==> src/rtl/crc_serial_engine.sv <==
// crc_serial_engine: parametrised serial CRC generator/checker with run-time frame length
module crc_serial_engine #(
  parameter int CRC_W = 15,
  parameter logic [CRC_W-1:0] POLY = 15'h4599,
  parameter logic [CRC_W-1:0] INIT = '0,
  parameter int LEN_W = 16
) (
  input  logic             clk,
  input  logic             rst,
  input  logic             start,
  input  logic             mode,
  input  logic [LEN_W-1:0] len,
  input  logic             din,
  input  logic             din_valid,
  output logic             busy,
  output logic             tx_bit,
  output logic             tx_valid,
  output logic [CRC_W-1:0] crc_out,
  output logic             done,
  output logic             crc_ok,
  output logic             crc_err
);
  localparam int CW = $clog2(CRC_W + 1);
  typedef enum logic [1:0] {IDLE, DATA, CRCP, DONE} state_t;
  state_t state, nxt;
  logic mode_r;
  logic [LEN_W-1:0] len_r, bit_cnt;
  logic [CW-1:0] crc_cnt;
  logic [CRC_W-1:0] lfsr, step, shl;
  logic last_d, last_c;
  always_comb begin
    shl = {lfsr[CRC_W-2:0], 1'b0};
    step = shl ^ ((din ^ lfsr[CRC_W-1]) ? POLY : '0);
    last_d = din_valid && bit_cnt == len_r - LEN_W'(1);
    last_c = din_valid && crc_cnt == CW'(CRC_W - 1);
    busy = state != IDLE;
    done = state == DONE;
    tx_valid = state == CRCP && !mode_r;
    tx_bit = tx_valid && lfsr[CRC_W-1];
    nxt = state;
    case (state)
      IDLE: nxt = start ? (len == '0 ? CRCP : DATA) : IDLE;
      DATA: nxt = last_d ? CRCP : DATA;
      CRCP: nxt = last_c ? DONE : CRCP;
      DONE: nxt = IDLE;
      default: nxt = IDLE;
    endcase
  end
  always_ff @(posedge clk) begin
    if (rst) begin
      state <= IDLE;
      mode_r <= 1'b0;
      len_r <= '0;
      lfsr <= INIT;
      bit_cnt <= '0;
      crc_cnt <= '0;
      crc_out <= '0;
      crc_ok <= 1'b0;
      crc_err <= 1'b0;
    end else begin
      state <= nxt;
      case (state)
        IDLE: if (start) begin
          mode_r <= mode;
          len_r <= len;
          lfsr <= INIT;
          bit_cnt <= '0;
          crc_cnt <= '0;
          crc_out <= len == '0 ? INIT : '0;
          crc_ok <= 1'b0;
          crc_err <= 1'b0;
        end
        DATA: if (din_valid) begin
          lfsr <= step;
          bit_cnt <= bit_cnt + LEN_W'(1);
          crc_cnt <= '0;
          if (last_d) crc_out <= step;
        end
        CRCP: if (din_valid) begin
          lfsr <= mode_r ? step : shl;
          crc_cnt <= crc_cnt + CW'(1);
          if (last_c) begin
            crc_ok <= mode_r && step == '0;
            crc_err <= mode_r && step != '0;
          end
        end
        default: ;
      endcase
    end
  end
endmodule

==> config.mk <==
export PLATFORM = sky130hd
export DESIGN_NAME = crc_serial_engine
export DESIGN_NICKNAME = d
export VERILOG_FILES = /design/src/rtl/crc_serial_engine.sv
export SDC_FILE = /design/constraint.sdc
export NUM_CORES = 1
export LEC_CHECK = 0
export CAP_MARGIN = 20
export CELL_PAD_IN_SITES_DETAIL_PLACEMENT = 2
export CELL_PAD_IN_SITES_GLOBAL_PLACEMENT = 2
export CORE_UTILIZATION = 33
export CTS_BUF_LIST = sky130_fd_sc_hd__clkbuf_16
export CTS_CLUSTER_DIAMETER = 30
export DETAILED_ROUTE_END_ITERATION = 12
export PLACE_DENSITY = 0.81
export REMOVE_ABC_BUFFERS = 1
export SLEW_MARGIN = 20
export SYNTH_ARGS = -nofsm -noshare
export SYNTH_HDL_FRONTEND = slang
export SYNTH_SLANG_ARGS = --single-unit
export TNS_END_PERCENT = 1
==> constraint.sdc <==
create_clock -name clk -period 3.4 [get_ports clk]
set_clock_uncertainty 0.2 [all_clocks]
set_input_delay 0.34 -clock clk [delete_from_list [all_inputs] [get_ports clk]]
set_output_delay 0.34 -clock clk [all_outputs]
set_load 0.005 [all_outputs]
Word-level counts from Yosys, hierarchy flattened
Cells that the tools add are included.

storage, ports and cells
  register bits = 71
  input bits = 22
  output and inout port bits = 21
  logic and storage cells = 72

cells by class
  add/sub/neg operators = 3
  equal/unequal tests = 10
  mux-type cells = 28
  bitwise gates (word level) = 2
  reduce and logical (&&, ||, !) cells = 20

operators by type and width
  cell                                                                   number
  15-bit 2-to-1 mux                                                      7
  15-bit case mux with 3 select lines                                    1
  16-bit 2-to-1 mux                                                      2
  16-bit case mux with 2 select lines                                    1
  15-bit case mux with 2 select lines                                    1
  16-bit by 1-bit adder with 16-bit output (second input constant)       1
  16-bit equality test                                                   1
  16-bit logical NOT                                                     1
  16-bit by 1-bit subtractor with 16-bit output (second input constant)  1
  15-bit logical NOT                                                     1
  15-bit nonzero test                                                    1
  15-bit XOR                                                             1
  4-bit 2-to-1 mux                                                       3
  4-bit case mux with 3 select lines                                     1
  4-bit AND reduction                                                    3
  2-bit inequality test (second input constant)                          5
  2-bit case mux with 4 select lines                                     1
  1-bit logical AND                                                      6
  1-bit 2-to-1 mux                                                       6
  2-bit 2-to-1 mux                                                       3
  2-bit nonzero test                                                     3
  4-bit by 1-bit adder with 4-bit output (second input constant)         1
  2-bit equality test (second input constant)                            2
  4-bit equality test (second input constant)                            1
  other kinds (8)                                                        9

Depth between registers and ports, before layout
  depth after elaboration = 8
  mapped depth = 10
  depth with buffers taken out = 9

Worst setup path after synthesis
OpenSTA, ideal clock, no wires.

  kind = register to register
  start point = reg len_r[0]
  end point = reg crc_out[0]
  setup time = 120 ps
  arrival time = 2423 ps
  required time = 3080 ps
  setup slack = 657 ps
  cell stages (with the launch flop) = 10
  path buffers = 1
  clock period less this slack = 2743 ps
  cells stage by stage = dfxtp_1 inv_1 ha_1 or4b_1 nor4_1 a31oi_1 nor4_2 buf_2 nor2_1 a211o_1

between the ends
  longest elaborated chain between the ends = 5

ends and longest elaborated chain
  item                                           RTL line  text
  start, declared                                27        logic [LEN_W-1:0] len_r, bit_cnt;
  start signal, assigned                         65        len_r <= len;
  16-bit by 1-bit subtractor with 16-bit output  34        last_d = din_valid && bit_cnt == len_r - LEN_W'(1);
  16-bit equality test                           34
  1-bit logical AND                              34
  2-bit inequality test (no line)                -
  4-bit AND reduction (no line)                  -
  end signal, assigned                           69        crc_out <= len == '0 ? INIT : '0;
  end signal, assigned                           77        if (last_d) crc_out <= step;
  end, declared                                  18        output logic [CRC_W-1:0] crc_out,

Every way passes these cells.
A chain may end at the register's enable or synchronous reset.

Final worst setup path
  start point = reg len_r[0]
  end point = reg crc_out[5]

Same word-level chain as after synthesis.

==> run metrics <==
status finished clean; via/cell ratio approximately 5.5; largest net degree at the start of global routing 25; Peak VDD IR about 210 uV; Starting Density between 30% and 40%; Post-CTS Setup Inserts 0; largest family of logic cells by synthesized area simple AND/OR/NAND/NOR gates; # hold bufs at CTS 0; crit-path max FO 24; CP cell instances inv_1, ha_1, or4b_1, nor4_1, nor3_1, a31oi_1, nor4_4, buf_4, and2_4, a211o_1; post-route antenna net violation count 0; R2R depth 10; final setup fails 0; minimum clock period ~3 ns; Yosys warning count 0; post-cts sizing count 0; fraction of layout cells with a size suffix above 1 6.972%; WP data arrival 3.12 ns; Remaining Overflow, GRT 0; Power Density about 450 nW/um^2; GRT Util Overall around 22%; post-synthesis sequential area ratio a little over a third; CP required 3.43 ns; clk sinks about 70; CTS tree done; die width 111.0 um; Relative slew margins about two fifths; I/O Buffers 42; crit path launch type register; CP Capture Type register; fmax ~0.32 GHz; reg-to-reg startpoint len_r[0]; RSZ-0062 raised after global routing no; Clk Latency, worst-skew pair roughly 0.34 ns; number of max-cap violations 0; Hold EP crc_ok; Mapped Avg Cell Area 7.762 um^2; post-synthesis simple-gate area fraction between 20% and 30%; GPL Wtd Cong 0.7813; initial antenna violation count 0; Gate Count Post-Synth 505; first-pass GRT wire length 21.53 mm; number of enable flip-flop cells after synthesis 0; Synth Area in XOR/XNOR between 8 and 9%; mux contribution to synthesized area 1.053%; Antenna diodes 0; Crit Path Category register to register; worst reg2reg path endpoint crc_out[5]; Slew Viols, Final 0; Final Power about 2.2 mW; fin crit share about nine tenths; post-DR wirelength/cell ~19 um; HP Class register to register; Cell variety after synth 58; DRT iter0 DRCs about 150; Detailed Route WL roughly 13 mm; Worst-Margin Slew 0.8773 ns; post-synthesis compound-gate area fraction 17.30%; DRC 0; Root Driver clkbuf_16; commonest non-fill, non-tap cell in the layout nand2_1; max incr delay on CP 0.50 ns; CTS clock-pin slew for the worst setup and hold paths around 0.06 ns; I/O pins 43; reg2reg setup slack ~0.31 ns; final setup TNS 0 ns; area grow syn2layout 22.31%; worst hold start crc_ok; met2 usage 40.38%; met1 Use GR 26.16%; most frequent cells in the layout 95 x nand2_1, 71 x dfxtp_1, 48 x nor2_1, 42 x clkdlybuf4s50_1, 37 x a21oi_1; Core Region 11,520 um^2; Yosys reg bits 71; Synth Area in Adders 2.553%; Die Y 111.0 um; cell area after synthesis around 4000 um^2; Slowest cell on crit path or4b_1; Hold Vio Cnt, Final 0; final net count between 500 and 600; top_reg_cell synth dfxtp_1; H-tree depth 3; maximum clock path buffer count 2; Leak around 1.8 nW; DR vias ~3,800; vias in the first global route ~4,100; HPWL after detailed placement a little under 10 mm; CTS Buf Count 9; GRT busiest layer met2; Detailed Routing Iterations Pass 1 4; Async SR Flop Fraction 0%; DIE AREA 12,320 um^2; GR Util met3 about 4.6%; worst hold path stage count 2; Site Rows 39
==> sequential cells by signal (all words and copies together), names as in the netlist <==
signal	count
mode_r	1
len_r	16
crc_out	15
crc_cnt	4
crc_ok	1
bit_cnt	16
state	2
lfsr	15
crc_err	1
==> cells by family (layout without fill, tap and decap cells) <==
kind of cell | Yosys count | count (layout)
xor+xnor | 38 | 38
flops | 71 | 71
fa+ha+maj | 8 | 8
simple gates | 239 | 239
buf+inv | 40 | 80
mux | 4 | 4
compound gates | 105 | 105
==> final cells by class <==
type / count / area [um^2]
Fill cell: 1334 / 6721
Multi-Input combinational cell: 394 / 2336
Sequential cell: 71 / 1421
Timing Repair Buffer: 53 / 503.0
Clock buffer: 9 / 225.2
Tap cell: 143 / 178.9
Clock inverter: 7 / 88.84
Inverter: 11 / 41.29
==> through the flow <==
| step | cells | hold WS (ns) | utilization (%) | setup WS (ns) | instance area, um^2 |
|---|---|---|---|---|---|
| finish | 688 | 0.2799 | 41.63 | 0.3121 | 4795 |
| CTS | 688 | 0.2856 | 41.58 | 0.2274 | 4788 |
| detailed placement | 672 | 0.2761 | 38.85 | 0.3067 | 4474 |
| floorplan | 476 | 0.2091 | - | 0.09674 | 3784 |
| global placement | 672 | 0.2672 | 38.85 | 0.5068 | 4474 |
| global route | 688 | 0.3103 | 41.63 | 0.08195 | 4795 |
==> where the power goes <==
group	leakage (nW)	internal [mW]	switching, mW	total [mW]
Sequential	0.575	0.846	0.0234	0.869
Clock	0.154	0.637	0.375	1.01
Combinational	1.08	0.119	0.175	0.294
Total	1.81	1.60	0.573	2.17
==> Yosys cell counts, types with 2 or more instances <==
| library cell | number | area share [%] |
|---|---|---|
| xor2_1 | 19 | 4.2 |
| and2_1 | 3 | 0.48 |
| and3_1 | 3 | 0.48 |
| xnor2_1 | 19 | 4.2 |
| nand3_1 | 22 | 2.8 |
| o21ai_0 | 25 | 3.2 |
| dfxtp_1 | 71 | 36 |
| buf_2 | 5 | 0.64 |
| nand2b_1 | 2 | 0.32 |
| a31oi_1 | 3 | 0.48 |
| inv_1 | 11 | 1.1 |
| nor2_1 | 49 | 4.7 |
| clkbuf_1 | 20 | 1.9 |
| a22oi_1 | 8 | 1.5 |
| ha_1 | 8 | 2.6 |
| or3_1 | 4 | 0.64 |
| nor2b_1 | 6 | 0.96 |
| a21oi_1 | 37 | 4.7 |
| and3b_1 | 2 | 0.45 |
| a211o_1 | 10 | 2.2 |
| o211ai_1 | 6 | 1.1 |
| nor4_1 | 11 | 1.8 |
| a2bb2oi_1 | 6 | 1.3 |
| nor3_1 | 13 | 1.7 |
| nand2_1 | 95 | 9.1 |
| nand4_1 | 7 | 1.1 |
| nand3b_1 | 4 | 0.77 |
| mux2i_1 | 3 | 0.77 |
| or4_1 | 4 | 0.77 |
==> critical path: cells and delay by family (launching register included) <==
kind | cells | cell delay [ns]
AOI/OAI and AO/OA | 2 | 0.56
and+or+nand+nor | 5 | 1.25
adders and majority gates | 1 | 0.28
DFF | 1 | 0.36
buffers and inverters | 2 | 0.31
==> how the worst max path moves through the flow <==
stage          slack [ns]      start  cells after the start     endpoint
5_1_grt              0.08   len_r[0]                     10  crc_out[12]
4_1_cts              0.23   len_r[0]                     10   crc_out[9]
3_5_place_dp         0.31   len_r[0]                     10   crc_out[9]
6_report             0.31   len_r[0]                     10   crc_out[5]
3_3_place_gp         0.51  din_valid                      7  crc_out[13]
2_1_floorplan         0.1   len_r[0]                      9  crc_out[11]
==> layer usage <==
layer	wire length (um)	part of all wire [%]	up-vias
met4	246	1.9	0
met3	309	2.4	13
met2	6701	51	42
met5	0	0	-
met1	5871	45	1862
li1	-	-	1834
Note: power is estimated with default switching activity, not from simulation.
